--- src/rtl/uart_core_cfg_if.sv ---
// Host-side handshake bundle for uart_core_cfg.
//   master : host / test side  - drives tx_data, tx_valid, rx_ready
//   slave  : UART core side    - drives tx_ready, tx_done, rx_data, rx_valid,
//                                rx_parity_err, rx_frame_err, rx_overrun
interface uart_core_cfg_if #(
    parameter int DATA_BITS = 8
);
    logic [DATA_BITS-1:0] tx_data;
    logic                 tx_valid;
    logic                 tx_ready;
    logic                 tx_done;
    logic [DATA_BITS-1:0] rx_data;
    logic                 rx_valid;
    logic                 rx_ready;
    logic                 rx_parity_err;
    logic                 rx_frame_err;
    logic                 rx_overrun;

    modport master (
        output tx_data, tx_valid, rx_ready,
        input  tx_ready, tx_done, rx_data, rx_valid, rx_parity_err, rx_frame_err, rx_overrun
    );

    modport slave (
        input  tx_data, tx_valid, rx_ready,
        output tx_ready, tx_done, rx_data, rx_valid, rx_parity_err, rx_frame_err, rx_overrun
    );
endinterface

--- src/rtl/uart_core_cfg.sv ---
// Configurable full-duplex UART core: shared baud tick generator, transmitter
// and 16x-oversampling receiver with optional internal loopback (tx -> rx).
//   clk       system clock, rising edge
//   rst       synchronous active-high reset
//   loopback  1 = receiver listens to the internal tx line instead of rx
//   host      handshake bundle (tx_data/valid/ready/done, rx_data/valid/ready,
//             rx_parity_err, rx_frame_err, rx_overrun)
//   tx        serial output, idle high
//   rx        serial input, asynchronous
//
// FSM states (shared encoding for TX and RX):
//   state    | meaning
//   S_IDLE   | line idle; TX accepts a word, RX waits for a falling edge
//   S_START  | start bit (TX drives 0; RX waits for start-bit centre)
//   S_DATA   | data bits, LSB first
//   S_PARITY | parity bit (only when parity is enabled)
//   S_STOP   | stop bit(s); RX leaves right after the first stop-bit centre
module uart_core_cfg #(
    parameter int CLK_FREQ   = 100_000_000,
    parameter int BAUD_RATE  = 115_200,
    parameter int OVERSAMPLE = 16,
    parameter int DATA_BITS  = 8,
    parameter int PARITY_EN  = 0,
    parameter int PARITY_ODD = 0,
    parameter int STOP_BITS  = 1
) (
    input  logic           clk,
    input  logic           rst,
    input  logic           loopback,
    uart_core_cfg_if.slave host,
    output logic           tx,
    input  logic           rx
);
    localparam int DIV   = CLK_FREQ / (BAUD_RATE * OVERSAMPLE);
    localparam int CNT_W = (DIV > 1) ? $clog2(DIV) : 1;
    localparam int OS_W  = $clog2(OVERSAMPLE);
    localparam int BIT_W = $clog2(DATA_BITS);

    localparam logic             HAS_PAR  = (PARITY_EN != 0);
    localparam logic             PAR_ODD  = (PARITY_ODD != 0);
    localparam logic             TWO_STOP = (STOP_BITS == 2);
    localparam logic [OS_W-1:0]  OS_LAST  = OS_W'(OVERSAMPLE - 1);
    localparam logic [OS_W-1:0]  OS_HALF  = OS_W'(OVERSAMPLE / 2 - 1);
    localparam logic [BIT_W-1:0] BIT_LAST = BIT_W'(DATA_BITS - 1);

    generate
        if (DIV < 1) begin : g_div_chk
            $error("uart_core_cfg: CLK_FREQ too low for BAUD_RATE*OVERSAMPLE");
        end
        if (DATA_BITS < 5 || DATA_BITS > 9) begin : g_bits_chk
            $error("uart_core_cfg: DATA_BITS must be 5..9");
        end
        if (OVERSAMPLE < 8 || (OVERSAMPLE % 2) != 0) begin : g_os_chk
            $error("uart_core_cfg: OVERSAMPLE must be even and >= 8");
        end
        if (STOP_BITS != 1 && STOP_BITS != 2) begin : g_stop_chk
            $error("uart_core_cfg: STOP_BITS must be 1 or 2");
        end
    endgenerate

    typedef enum logic [2:0] {
        S_IDLE   = 3'd0,
        S_START  = 3'd1,
        S_DATA   = 3'd2,
        S_PARITY = 3'd3,
        S_STOP   = 3'd4
    } state_t;

    // ---------------- baud tick ----------------
    logic [CNT_W-1:0] div_cnt;
    logic             tick;

    assign tick = (div_cnt == CNT_W'(DIV - 1));

    always_ff @(posedge clk) begin
        if (rst || tick) div_cnt <= '0;
        else             div_cnt <= div_cnt + 1'b1;
    end

    // ---------------- transmitter ----------------
    state_t               tx_state, tx_state_nxt;
    logic [OS_W-1:0]      tx_os, tx_os_nxt;
    logic [BIT_W-1:0]     tx_bit, tx_bit_nxt;
    logic                 tx_stop, tx_stop_nxt;
    logic [DATA_BITS-1:0] tx_shreg, tx_shreg_nxt;
    logic                 tx_par, tx_par_nxt;
    logic                 tx_nxt;
    logic                 tx_done_q, tx_done_nxt;
    logic                 tx_rdy;
    logic                 tx_bit_end;

    // Ready is masked by rst so it reads 0 throughout reset and 1 on the
    // first cycle after release.
    assign tx_rdy     = !rst && (tx_state == S_IDLE);
    assign tx_bit_end = tick && (tx_os == '0);

    always_comb begin
        tx_state_nxt = tx_state;
        tx_os_nxt    = tx_os;
        tx_bit_nxt   = tx_bit;
        tx_stop_nxt  = tx_stop;
        tx_shreg_nxt = tx_shreg;
        tx_par_nxt   = tx_par;
        tx_done_nxt  = 1'b0;
        tx_nxt       = 1'b1;

        if (tx_state != S_IDLE && tick)
            tx_os_nxt = tx_bit_end ? OS_LAST : tx_os - 1'b1;

        case (tx_state)
            S_IDLE: begin
                if (host.tx_valid && tx_rdy) begin
                    tx_state_nxt = S_START;
                    tx_shreg_nxt = host.tx_data;
                    tx_par_nxt   = (^host.tx_data) ^ PAR_ODD;
                    tx_os_nxt    = OS_LAST;
                end
            end
            S_START: begin
                if (tx_bit_end) begin
                    tx_state_nxt = S_DATA;
                    tx_bit_nxt   = BIT_LAST;
                end
            end
            S_DATA: begin
                if (tx_bit_end) begin
                    tx_shreg_nxt = {1'b0, tx_shreg[DATA_BITS-1:1]};
                    if (tx_bit == '0) begin
                        tx_state_nxt = HAS_PAR ? S_PARITY : S_STOP;
                        tx_stop_nxt  = TWO_STOP;
                    end else begin
                        tx_bit_nxt = tx_bit - 1'b1;
                    end
                end
            end
            S_PARITY: begin
                if (tx_bit_end) begin
                    tx_state_nxt = S_STOP;
                    tx_stop_nxt  = TWO_STOP;
                end
            end
            S_STOP: begin
                if (tx_bit_end) begin
                    if (!tx_stop) begin
                        tx_state_nxt = S_IDLE;
                        tx_done_nxt  = 1'b1;
                    end else begin
                        tx_stop_nxt = 1'b0;
                    end
                end
            end
            default: tx_state_nxt = S_IDLE;
        endcase

        // Line level is registered from the next state so tx never glitches.
        case (tx_state_nxt)
            S_START:  tx_nxt = 1'b0;
            S_DATA:   tx_nxt = tx_shreg_nxt[0];
            S_PARITY: tx_nxt = tx_par;
            default:  tx_nxt = 1'b1;
        endcase
    end

    always_ff @(posedge clk) begin
        if (rst) begin
            tx_state  <= S_IDLE;
            tx_os     <= '0;
            tx_bit    <= '0;
            tx_stop   <= 1'b0;
            tx_shreg  <= '0;
            tx_par    <= 1'b0;
            tx        <= 1'b1;
            tx_done_q <= 1'b0;
        end else begin
            tx_state  <= tx_state_nxt;
            tx_os     <= tx_os_nxt;
            tx_bit    <= tx_bit_nxt;
            tx_stop   <= tx_stop_nxt;
            tx_shreg  <= tx_shreg_nxt;
            tx_par    <= tx_par_nxt;
            tx        <= tx_nxt;
            tx_done_q <= tx_done_nxt;
        end
    end

    assign host.tx_ready = tx_rdy;
    assign host.tx_done  = tx_done_q;

    // ---------------- receiver ----------------
    logic [1:0]           rx_sync;
    logic                 rx_s;
    state_t               rx_state, rx_state_nxt;
    logic [OS_W-1:0]      rx_os, rx_os_nxt;
    logic [BIT_W-1:0]     rx_bit, rx_bit_nxt;
    logic [DATA_BITS-1:0] rx_shreg, rx_shreg_nxt;
    logic                 rx_par, rx_par_nxt;
    logic                 rx_cmp;
    logic                 rx_sample;

    // Synchroniser resets to the idle level so reset never looks like a start bit.
    always_ff @(posedge clk) begin
        if (rst) rx_sync <= 2'b11;
        else     rx_sync <= {rx_sync[0], loopback ? tx : rx};
    end

    assign rx_s      = rx_sync[1];
    assign rx_sample = tick && (rx_os == '0);

    always_comb begin
        rx_state_nxt = rx_state;
        rx_os_nxt    = rx_os;
        rx_bit_nxt   = rx_bit;
        rx_shreg_nxt = rx_shreg;
        rx_par_nxt   = rx_par;
        rx_cmp       = 1'b0;

        if (rx_state != S_IDLE && tick && rx_os != '0)
            rx_os_nxt = rx_os - 1'b1;

        case (rx_state)
            S_IDLE: begin
                if (!rx_s) begin
                    rx_state_nxt = S_START;
                    rx_os_nxt    = OS_HALF;
                end
            end
            S_START: begin
                if (rx_sample) begin
                    if (rx_s) begin
                        rx_state_nxt = S_IDLE;
                    end else begin
                        rx_state_nxt = S_DATA;
                        rx_os_nxt    = OS_LAST;
                        rx_bit_nxt   = BIT_LAST;
                    end
                end
            end
            S_DATA: begin
                if (rx_sample) begin
                    rx_shreg_nxt = {rx_s, rx_shreg[DATA_BITS-1:1]};
                    rx_os_nxt    = OS_LAST;
                    if (rx_bit == '0) rx_state_nxt = HAS_PAR ? S_PARITY : S_STOP;
                    else              rx_bit_nxt   = rx_bit - 1'b1;
                end
            end
            S_PARITY: begin
                if (rx_sample) begin
                    rx_par_nxt   = rx_s;
                    rx_os_nxt    = OS_LAST;
                    rx_state_nxt = S_STOP;
                end
            end
            S_STOP: begin
                if (rx_sample) begin
                    rx_state_nxt = S_IDLE;
                    rx_cmp       = 1'b1;
                end
            end
            default: rx_state_nxt = S_IDLE;
        endcase
    end

    always_ff @(posedge clk) begin
        if (rst) begin
            rx_state <= S_IDLE;
            rx_os    <= '0;
            rx_bit   <= '0;
            rx_shreg <= '0;
            rx_par   <= 1'b0;
        end else begin
            rx_state <= rx_state_nxt;
            rx_os    <= rx_os_nxt;
            rx_bit   <= rx_bit_nxt;
            rx_shreg <= rx_shreg_nxt;
            rx_par   <= rx_par_nxt;
        end
    end

    // Output holding register: an accept in the completion cycle frees the
    // slot, so the new frame is loaded instead of being flagged as overrun.
    logic [DATA_BITS-1:0] rx_data_q;
    logic                 rx_valid_q, rx_perr_q, rx_ferr_q, rx_ovr_q;
    logic                 rx_accept;

    assign rx_accept = rx_valid_q && host.rx_ready;

    always_ff @(posedge clk) begin
        if (rst) begin
            rx_data_q  <= '0;
            rx_valid_q <= 1'b0;
            rx_perr_q  <= 1'b0;
            rx_ferr_q  <= 1'b0;
            rx_ovr_q   <= 1'b0;
        end else begin
            rx_ovr_q <= 1'b0;
            if (rx_cmp && (!rx_valid_q || rx_accept)) begin
                rx_data_q  <= rx_shreg;
                rx_perr_q  <= HAS_PAR && (rx_par != ((^rx_shreg) ^ PAR_ODD));
                rx_ferr_q  <= !rx_s;
                rx_valid_q <= 1'b1;
            end else begin
                if (rx_cmp)    rx_ovr_q   <= 1'b1;
                if (rx_accept) rx_valid_q <= 1'b0;
            end
        end
    end

    assign host.rx_data       = rx_data_q;
    assign host.rx_valid      = rx_valid_q;
    assign host.rx_parity_err = rx_perr_q;
    assign host.rx_frame_err  = rx_ferr_q;
    assign host.rx_overrun    = rx_ovr_q;
endmodule

--- src/flat_wrapper.sv ---
// flat-port wrapper written by rule: the top's interface ports become plain ports
module uart_core_cfg_flat 
#(
    parameter int CLK_FREQ   = 100_000_000,
    parameter int BAUD_RATE  = 115_200,
    parameter int OVERSAMPLE = 16,
    parameter int DATA_BITS  = 8,
    parameter int PARITY_EN  = 0,
    parameter int PARITY_ODD = 0,
    parameter int STOP_BITS  = 1
)
  (clk, rst, loopback, tx, rx, host_tx_data, host_tx_valid, host_rx_ready, host_tx_ready, host_tx_done, host_rx_data, host_rx_valid, host_rx_parity_err, host_rx_frame_err, host_rx_overrun);
  uart_core_cfg_if #(.DATA_BITS(DATA_BITS)) host_i ();
  input  logic clk;
  input  logic rst;
  input  logic loopback;
  output logic tx;
  input  logic rx;
  input wire logic [$bits(host_i.tx_data)-1:0] host_tx_data;
  input wire logic [$bits(host_i.tx_valid)-1:0] host_tx_valid;
  input wire logic [$bits(host_i.rx_ready)-1:0] host_rx_ready;
  output wire logic [$bits(host_i.tx_ready)-1:0] host_tx_ready;
  output wire logic [$bits(host_i.tx_done)-1:0] host_tx_done;
  output wire logic [$bits(host_i.rx_data)-1:0] host_rx_data;
  output wire logic [$bits(host_i.rx_valid)-1:0] host_rx_valid;
  output wire logic [$bits(host_i.rx_parity_err)-1:0] host_rx_parity_err;
  output wire logic [$bits(host_i.rx_frame_err)-1:0] host_rx_frame_err;
  output wire logic [$bits(host_i.rx_overrun)-1:0] host_rx_overrun;
  assign host_i.tx_data = host_tx_data;
  assign host_i.tx_valid = host_tx_valid;
  assign host_i.rx_ready = host_rx_ready;
  assign host_tx_ready = host_i.tx_ready;
  assign host_tx_done = host_i.tx_done;
  assign host_rx_data = host_i.rx_data;
  assign host_rx_valid = host_i.rx_valid;
  assign host_rx_parity_err = host_i.rx_parity_err;
  assign host_rx_frame_err = host_i.rx_frame_err;
  assign host_rx_overrun = host_i.rx_overrun;
  uart_core_cfg #(.CLK_FREQ(CLK_FREQ), .BAUD_RATE(BAUD_RATE), .OVERSAMPLE(OVERSAMPLE), .DATA_BITS(DATA_BITS), .PARITY_EN(PARITY_EN), .PARITY_ODD(PARITY_ODD), .STOP_BITS(STOP_BITS)) u_core (.clk(clk), .rst(rst), .loopback(loopback), .host(host_i), .tx(tx), .rx(rx));
endmodule
--- config.mk ---
export PLATFORM = sky130hd
export DESIGN_NAME = uart_core_cfg_flat
export DESIGN_NICKNAME = d
export VERILOG_FILES = /design/src/rtl/uart_core_cfg_if.sv /design/src/rtl/uart_core_cfg.sv /design/src/flat_wrapper.sv
export SDC_FILE = /design/constraint.sdc
export NUM_CORES = 1
export LEC_CHECK = 0
export CAP_MARGIN = 0
export CORE_MARGIN = 10
export CORE_UTILIZATION = 30
export CTS_BUF_LIST = sky130_fd_sc_hd__clkbuf_2
export CTS_CLUSTER_SIZE = 16
export DETAILED_ROUTE_END_ITERATION = 16
export GPL_TIMING_DRIVEN = 0
export PLACE_DENSITY = 0.52
export SYNTH_ARGS = -nofsm -noshare
export SYNTH_HDL_FRONTEND = slang
export SYNTH_SLANG_ARGS = --single-unit
--- constraint.sdc ---
create_clock -name clk -period 2.25 [get_ports clk]
set_clock_uncertainty 0.2 [all_clocks]
set_input_delay 0.3375 -clock clk [delete_from_list [all_inputs] [get_ports clk]]
set_output_delay 0.3375 -clock clk [all_outputs]
set_load 0.02 [all_outputs]
Word-level counts from Yosys, hierarchy flattened:

Index checks and enable logic that the tools add are counted.

* register bits after elaboration: 59
* input port bits: 14
* output and inout port bits: 15
* word-level logic and storage cells: 142

* add/sub/neg operators: 5
* equality and inequality tests: 26
* multiplexer cells: 50
* bitwise logic cells: 2
* reductions and logical operators: 40

Operators by type and width (count)
* $mux 3: 20
* $mux 4: 9
* $pmux 3 s5: 2
* $eq 3x2->1 const B: 6
* $ne 2x1->1 const B: 9
* $mux 8: 2
* $pmux 8 s2: 1
* $logic_not 3->1: 4
* $pmux 3 s2: 2
* $pmux 4 s3: 1
* $mux 1: 10
* $ne 2x2->1 const B: 5
* $reduce_bool 2->1: 5
* $eq 3x1->1 const B: 3
* $logic_and 1x1->1: 9
* $logic_not 4->1: 2
* $reduce_and 4->1: 2
* $reduce_xor 8->1: 1
* $sub 4x1->4 const B: 2
* $add 6x1->6 const B: 1
* $eq 3x3->1 const B: 2
* $eq 6x6->1 const B: 1
* $reduce_and 6->1: 1
* $reduce_bool 3->1: 2
* other kinds (13): 21

Logic depth before layout (Yosys ltp):

* depth in word-level cells: 7
* mapped depth: 8
* gate-level depth less buffers: 7

Worst setup path before layout:

Ideal clock, no wire load.

* path kind: register to register
* from: reg u_core.tx_state[0]
* to: reg u_core.tx
* library setup time: 131 ps
* arrival: 2001 ps
* required time: 1919 ps
* setup slack: -82 ps
* cell stages (with the launch flop): 8
* path buffers: 2
* period minus slack after synthesis: 2332 ps
* cells stage by stage: dfxtp_1 buf_2 nor4_1 and2_1 buf_2 nor3b_1 nor3_1 o211ai_1

* word-level cells in the longest chain between the ends: 7
* elaborated cells between the ends (all ways): 21
* those cells by class: 7 x eq/ne; 11 x mux; 3 x reduce/logical

Ends and longest elaborated chain
* from (decl): RTL line uart_core_cfg.sv:81 `state_t tx_state, tx_state_nxt;`
* from (signal assigned): RTL line uart_core_cfg.sv:175 `tx_state <= tx_state_nxt;`
* $logic_not 3->1 (*): RTL line uart_core_cfg.sv:94 `assign tx_rdy = !rst && (tx_state == S_IDLE);`
* $logic_and 1x1->1 (*): RTL line uart_core_cfg.sv:94
* named net host_tx_ready: RTL line flat_wrapper.sv:22 `output wire logic [$bits(host_i.tx_ready)-1:0] host_tx_ready;`
* $logic_and 1x1->1 (*): RTL line uart_core_cfg.sv:112 `if (host.tx_valid && tx_rdy) begin`
* $mux 3: RTL line uart_core_cfg.sv:112
* $pmux 3 s5: RTL line uart_core_cfg.sv:110 `case (tx_state)`
* $eq 3x2->1 / $eq 3x1->1 (equally long branches): RTL line uart_core_cfg.sv:156 `case (tx_state_nxt)`
* $pmux 1 s3 (*): RTL line uart_core_cfg.sv:156
* to (signal assigned): RTL line uart_core_cfg.sv:181 `tx <= tx_nxt;`
* to (decl): RTL line uart_core_cfg.sv:31 `output logic tx,`

The timed path passes the listed nets; every way through them passes the cells marked *. The select of a mux whose other input is x is not followed.
A chain may end at the register's enable or synchronous reset.

Worst setup path after layout:

* from: reg u_core.rx_os[1]
* to: reg u_core.rx_ferr_q, in the netlist u_core.host.rx_frame_err

* word-level cells in the longest chain between the ends: 5

Ends and longest elaborated chain
* from (decl): RTL line uart_core_cfg.sv:193 `logic [OS_W-1:0] rx_os, rx_os_nxt;`
* from (signal assigned): RTL line uart_core_cfg.sv:272 `rx_os <= rx_os_nxt;`
* $logic_not 4->1: RTL line uart_core_cfg.sv:207 `assign rx_sample = tick && (rx_os == '0);`
* $logic_and 1x1->1: RTL line uart_core_cfg.sv:207
* $mux 1: RTL line uart_core_cfg.sv:254 `if (rx_sample) begin`
* $mux 1: RTL line uart_core_cfg.sv:220 `case (rx_state)`
* $logic_and 1x1->1: RTL line uart_core_cfg.sv:296 `if (rx_cmp && (!rx_valid_q || rx_accept)) begin`
* to (signal assigned): RTL line uart_core_cfg.sv:299 `rx_ferr_q <= !rx_s;`
* to (decl): RTL line uart_core_cfg.sv:282 `logic rx_valid_q, rx_perr_q, rx_ferr_q, rx_ovr_q;`

Every way passes these cells.

==> results.txt <==
- After detailed routing, the number of remaining DRC violations is 0.
- Total of warnings raised by yosys: 0
* Vias in the first global route: 2,290
- RD Place Congestion: 0.8155
- Worst hold-check path type: input pin to flip-flop
* Number of antenna violations at the first check in global routing: 0
- Routed vias/inst: 4.981
- In this run the deepest clock path goes through 2 buffers.
- CP Data Arrival Time: 2.37 ns
* Reg-to-reg endpoint: u_core.host.rx_frame_err
- Core area: 0.008763 mm²
- Start point of the worst min-delay path: rst
* Minimum period implied by the final worst setup slack: 2.136 ns
- Crit Path Category: flip-flop to flip-flop
- Input and output buffers added on the ports amount to 26.
- At the later pin of the worst-skew pair, clock insertion delay measures 0.50 ns.
- Maximum number of pins on one net before global-route repair: 11
- For this run, the register share of the synthesized area comes to 42.80%.
* Wire length of the first global-routing pass: 10,860 µm
- Across every metal layer, demand over resource in global routing totals 10.03%.
- Post-Syn Nets: 336
- The number of different library cells used by synthesis comes to 53.
- Clock power share: 37.2%
- The path with the worst hold slack has its endpoint at u_core.rx_sync[0].
- Signed area change from the synthesized netlist to the final layout: 24.35%
- Leaving out filler cells and counting taps, the final layout contains 466.
* Number of H-tree branching levels: 3
- Number of cells on the worst reg-to-reg path: 8
* Synthesized netlist cell count: 313
- Switching part of the total: 25.89%
- The initial utilization of the core area, before any placement, comes to 30.95%.
- Worst hold path cell count: 3
* Measured slew at the worst slew-check pin: 0.6266 ns
* Total via count after detailed routing: 2,321
- IR Drop Worst-Case VDD: 0.0002436 V
- The flow ran to the end, and the final reports show no timing, DRC or antenna violations.
- The first detailed-routing pass took 4 iterations.
- Endpoints failing setup: 0
- Registers are responsible for 53.1% of the overall power.
* Num CTS Buffers: 9
- Die Wd: 115.1 µm
- Switching power: 0.5264 mW
- Total power for the finished layout comes to 2.033 mW.
* 1st-iter DRT viols: 197
- For this run, asynchronously set or reset flops after synthesis account for 0%.
* Yosys reg bits: 58
- Fill cells in the final layout number 934.
* Fin. max-slew vios: 0
* Max-cap violation count: 0
- Average wire per cell in the routed design: 13.74 µm
* Nets@finish: 376
* Total grt overflow: 0
- Share of post-route cells with drive strength above 1: 16.20%
- Clock-pin slew was measured on the worst setup and hold paths at 0.16 ns.
- Antenna diodes: 0
- Combined area of all synthesized cells: 0.002713 mm²
- After synthesis, the mean cell area works out to 8.666 µm².
* Power per unit of standard cell area: 602.7 mW/mm²
- Share of the clock period used by the worst path: 94.94%
* Cell count after placement: 447
- Measured along the y axis, the die boundary spans 115.1 µm.
- Maximum achievable frequency: 0.4681 GHz
- HPWL after detailed placement: 4410 µm
* Type of element capturing the critical path: flip-flop
- Placement Rows: 34
* Sink count of the clock tree: 58
* Crit path required time: 2.48 ns
* Element type at the critical path start: flip-flop
* Number of hold violations in the final report: 0
* R2R Path Start: u_core.rx_os[1]
* I/O pin cnt: 29
- The worst pin sits at a relative slew slack of 58.23%.
- The detail route stage leaves a number of antenna-violating nets equal to 0.
* P_int: 1.507 mW
- Combinational cell fraction of total power: 9.7%
* Wire length reported by the detailed router: 6402 µm
* Total die area: 0.01325 mm²
* CTS tree: yes
- Most common flop cell mapped by yosys: sky130_fd_sc_hd__dfxtp_1
- Yosys mapped a number of flops with a built-in enable equal to 0.
- Reg2Reg Setup Slack: 0.11 ns
- The analysis attributes to cell leakage a power of 1.241 nW.
* Buffer cell driving the clock tree root: sky130_fd_sc_hd__clkbuf_2
- Along the worst path, the maximum fanout reaches 10.
-- area by class of cell --
cell class | count | area (µm²) | area share, %
multi-input combinational | 225 | 1526 | 45.25
buffer | 14 | 68.82 | 2.040
clock inverter | 7 | 83.83 | 2.485
timing repair buffer | 31 | 292.8 | 8.680
clock buffer | 9 | 45.04 | 1.335
tap | 108 | 135.1 | 4.006
sequential | 58 | 1169 | 34.64
inverter | 14 | 52.55 | 1.558
-- cell usage after synthesis, types with 2 or more instances --
cell type	number	area share, %
sky130_fd_sc_hd__buf_2	4	0.74
sky130_fd_sc_hd__a31oi_1	4	0.92
sky130_fd_sc_hd__nor3_1	11	2.0
sky130_fd_sc_hd__a22oi_1	7	1.9
sky130_fd_sc_hd__nand3_1	6	1.1
sky130_fd_sc_hd__nor2b_1	2	0.46
sky130_fd_sc_hd__a211oi_1	5	1.4
sky130_fd_sc_hd__and2_1	5	1.2
sky130_fd_sc_hd__nor4_1	4	0.92
sky130_fd_sc_hd__nor2_1	30	4.2
sky130_fd_sc_hd__nor3b_1	2	0.55
sky130_fd_sc_hd__xor2_1	4	1.3
sky130_fd_sc_hd__and3_1	2	0.46
sky130_fd_sc_hd__o21ai_1	2	0.37
sky130_fd_sc_hd__nand4_1	4	0.92
sky130_fd_sc_hd__mux2i_1	10	3.7
sky130_fd_sc_hd__xnor2_1	12	3.9
sky130_fd_sc_hd__a21oi_1	31	5.7
sky130_fd_sc_hd__or3_2	2	0.55
sky130_fd_sc_hd__ha_1	9	4.2
sky130_fd_sc_hd__dfxtp_1	58	43
sky130_fd_sc_hd__clkbuf_1	12	1.7
sky130_fd_sc_hd__nand2_1	36	5.0
sky130_fd_sc_hd__nand2b_1	2	0.46
sky130_fd_sc_hd__inv_1	14	1.9
sky130_fd_sc_hd__o21ai_0	8	1.5
-- per-stage QoR --
step	hold WS [ns]	setup WS [ns]	utilization, %	area, µm²	setup TNS (ns)
2_1_floorplan	0.1895	0.1204	-	2719	0
3_3_place_gp	0.1939	-0.1470	35.54	3114	-1.430
3_5_place_dp	0.1957	-0.1466	35.54	3114	-1.349
4_1_cts	0.1068	0.01892	37.59	3294	0
5_1_grt	0.1535	-0.02000	38.49	3373	-0.02000
6_report	0.1302	0.1139	38.49	3373	0
-- flip-flops by register name, indices dropped and copies added (netlist names), 2 cells and up --
| name | cells |
|---|---|
| u_core.tx_bit | 3 |
| u_core.rx_os | 4 |
| u_core.tx_state | 3 |
| u_core.div_cnt | 6 |
| u_core.rx_bit | 3 |
| u_core.rx_sync | 2 |
| u_core.tx_os | 4 |
| u_core.host.rx_data | 8 |
| u_core.rx_state | 3 |
| u_core.rx_shreg | 8 |
| u_core.tx_shreg | 8 |
-- cell families after synthesis --
group | share of synthesized area (%)
flip-flops | 42.80
adder cells (fa/ha/maj) | 4.151
XOR/XNOR | 5.166
other | 0.1382
AO/OA/AOI/OAI | 13.93
AND/OR/NAND/NOR | 24.95
buffers and inverters | 4.613
multiplexers | 4.244
-- worst max path at each step --
stage / start / endpoint / slack [ns] / depth (start not counted)
3_3_place_gp: u_core.tx_os[0] / u_core.tx_bit[1] / -0.15 / 7
2_1_floorplan: u_core.tx_os[0] / u_core.tx_bit[1] / 0.12 / 7
3_5_place_dp: u_core.tx_os[0] / u_core.tx_bit[1] / -0.15 / 7
4_1_cts: u_core.tx_os[0] / u_core.tx_bit[1] / 0.02 / 7
6_report: u_core.rx_os[1] / u_core.host.rx_frame_err / 0.11 / 8
5_1_grt: u_core.rx_os[1] / u_core.host.rx_frame_err / -0.02 / 8
-- power by group through the flow --
stage,combinational (mW),clock (mW),sequential (mW)
after floorplan,0.122,0,1.10
after global placement,0.183,0,1.10
after detailed placement,0.184,0,1.10
after CTS,0.193,0.776,1.08
after global routing,0.222,0.824,1.09
final,0.197,0.757,1.08
-- cell usage in the layout (no fill, tap or decap), drive strengths merged, types with 2 or more instances in the layout --
master	n
o21ai	10
nor3	11
or3	3
a211oi	5
buf	11
a22oi	7
nor2	30
nand3	6
xor2	4
clkinv	5
inv	14
a31oi	4
clkbuf	18
nor3b	2
nand2b	3
or2	2
or3b	3
clkdlybuf4s50	25
nand4	6
ha	9
bufinv	2
nor4	6
and2	5
dfxtp	58
a21oi	32
xnor2	12
mux2i	10
nand2	36
and3	2
nor2b	2
nor4b	3
-- worst max-delay path, stage by stage, from the launching register on --
cell,delay [ns]
sky130_fd_sc_hd__dfxtp_2,0.37
sky130_fd_sc_hd__inv_1,0.10
sky130_fd_sc_hd__ha_4,0.14
sky130_fd_sc_hd__or3b_4,0.42
sky130_fd_sc_hd__nor3_4,0.17
sky130_fd_sc_hd__nand4_1,0.14
sky130_fd_sc_hd__buf_6,0.20
sky130_fd_sc_hd__or2_0,0.20
sky130_fd_sc_hd__a21oi_1,0.13
-- layer usage --
| metal | GRT usage (%) | wire (µm) | vias to the layer above |
|---|---|---|---|
| met5 | 0 | 0 | - |
| met4 | 4.208 | 113 | 0 |
| met3 | 3.177 | 273 | 11 |
| met2 | 16.07 | 3034 | 34 |
| met1 | 12.12 | 2979 | 1098 |
| li1 | - | - | 1178 |
-- timing repair --
action	in CTS	in global routing
gates cloned	0	1
hold buffers	0	0
pin swaps	1	3
setup buffers	2	3
setup endpoints to repair	21	35
gates resized for setup	11	22
No activity file was read; power rests on OpenSTA's default activity.
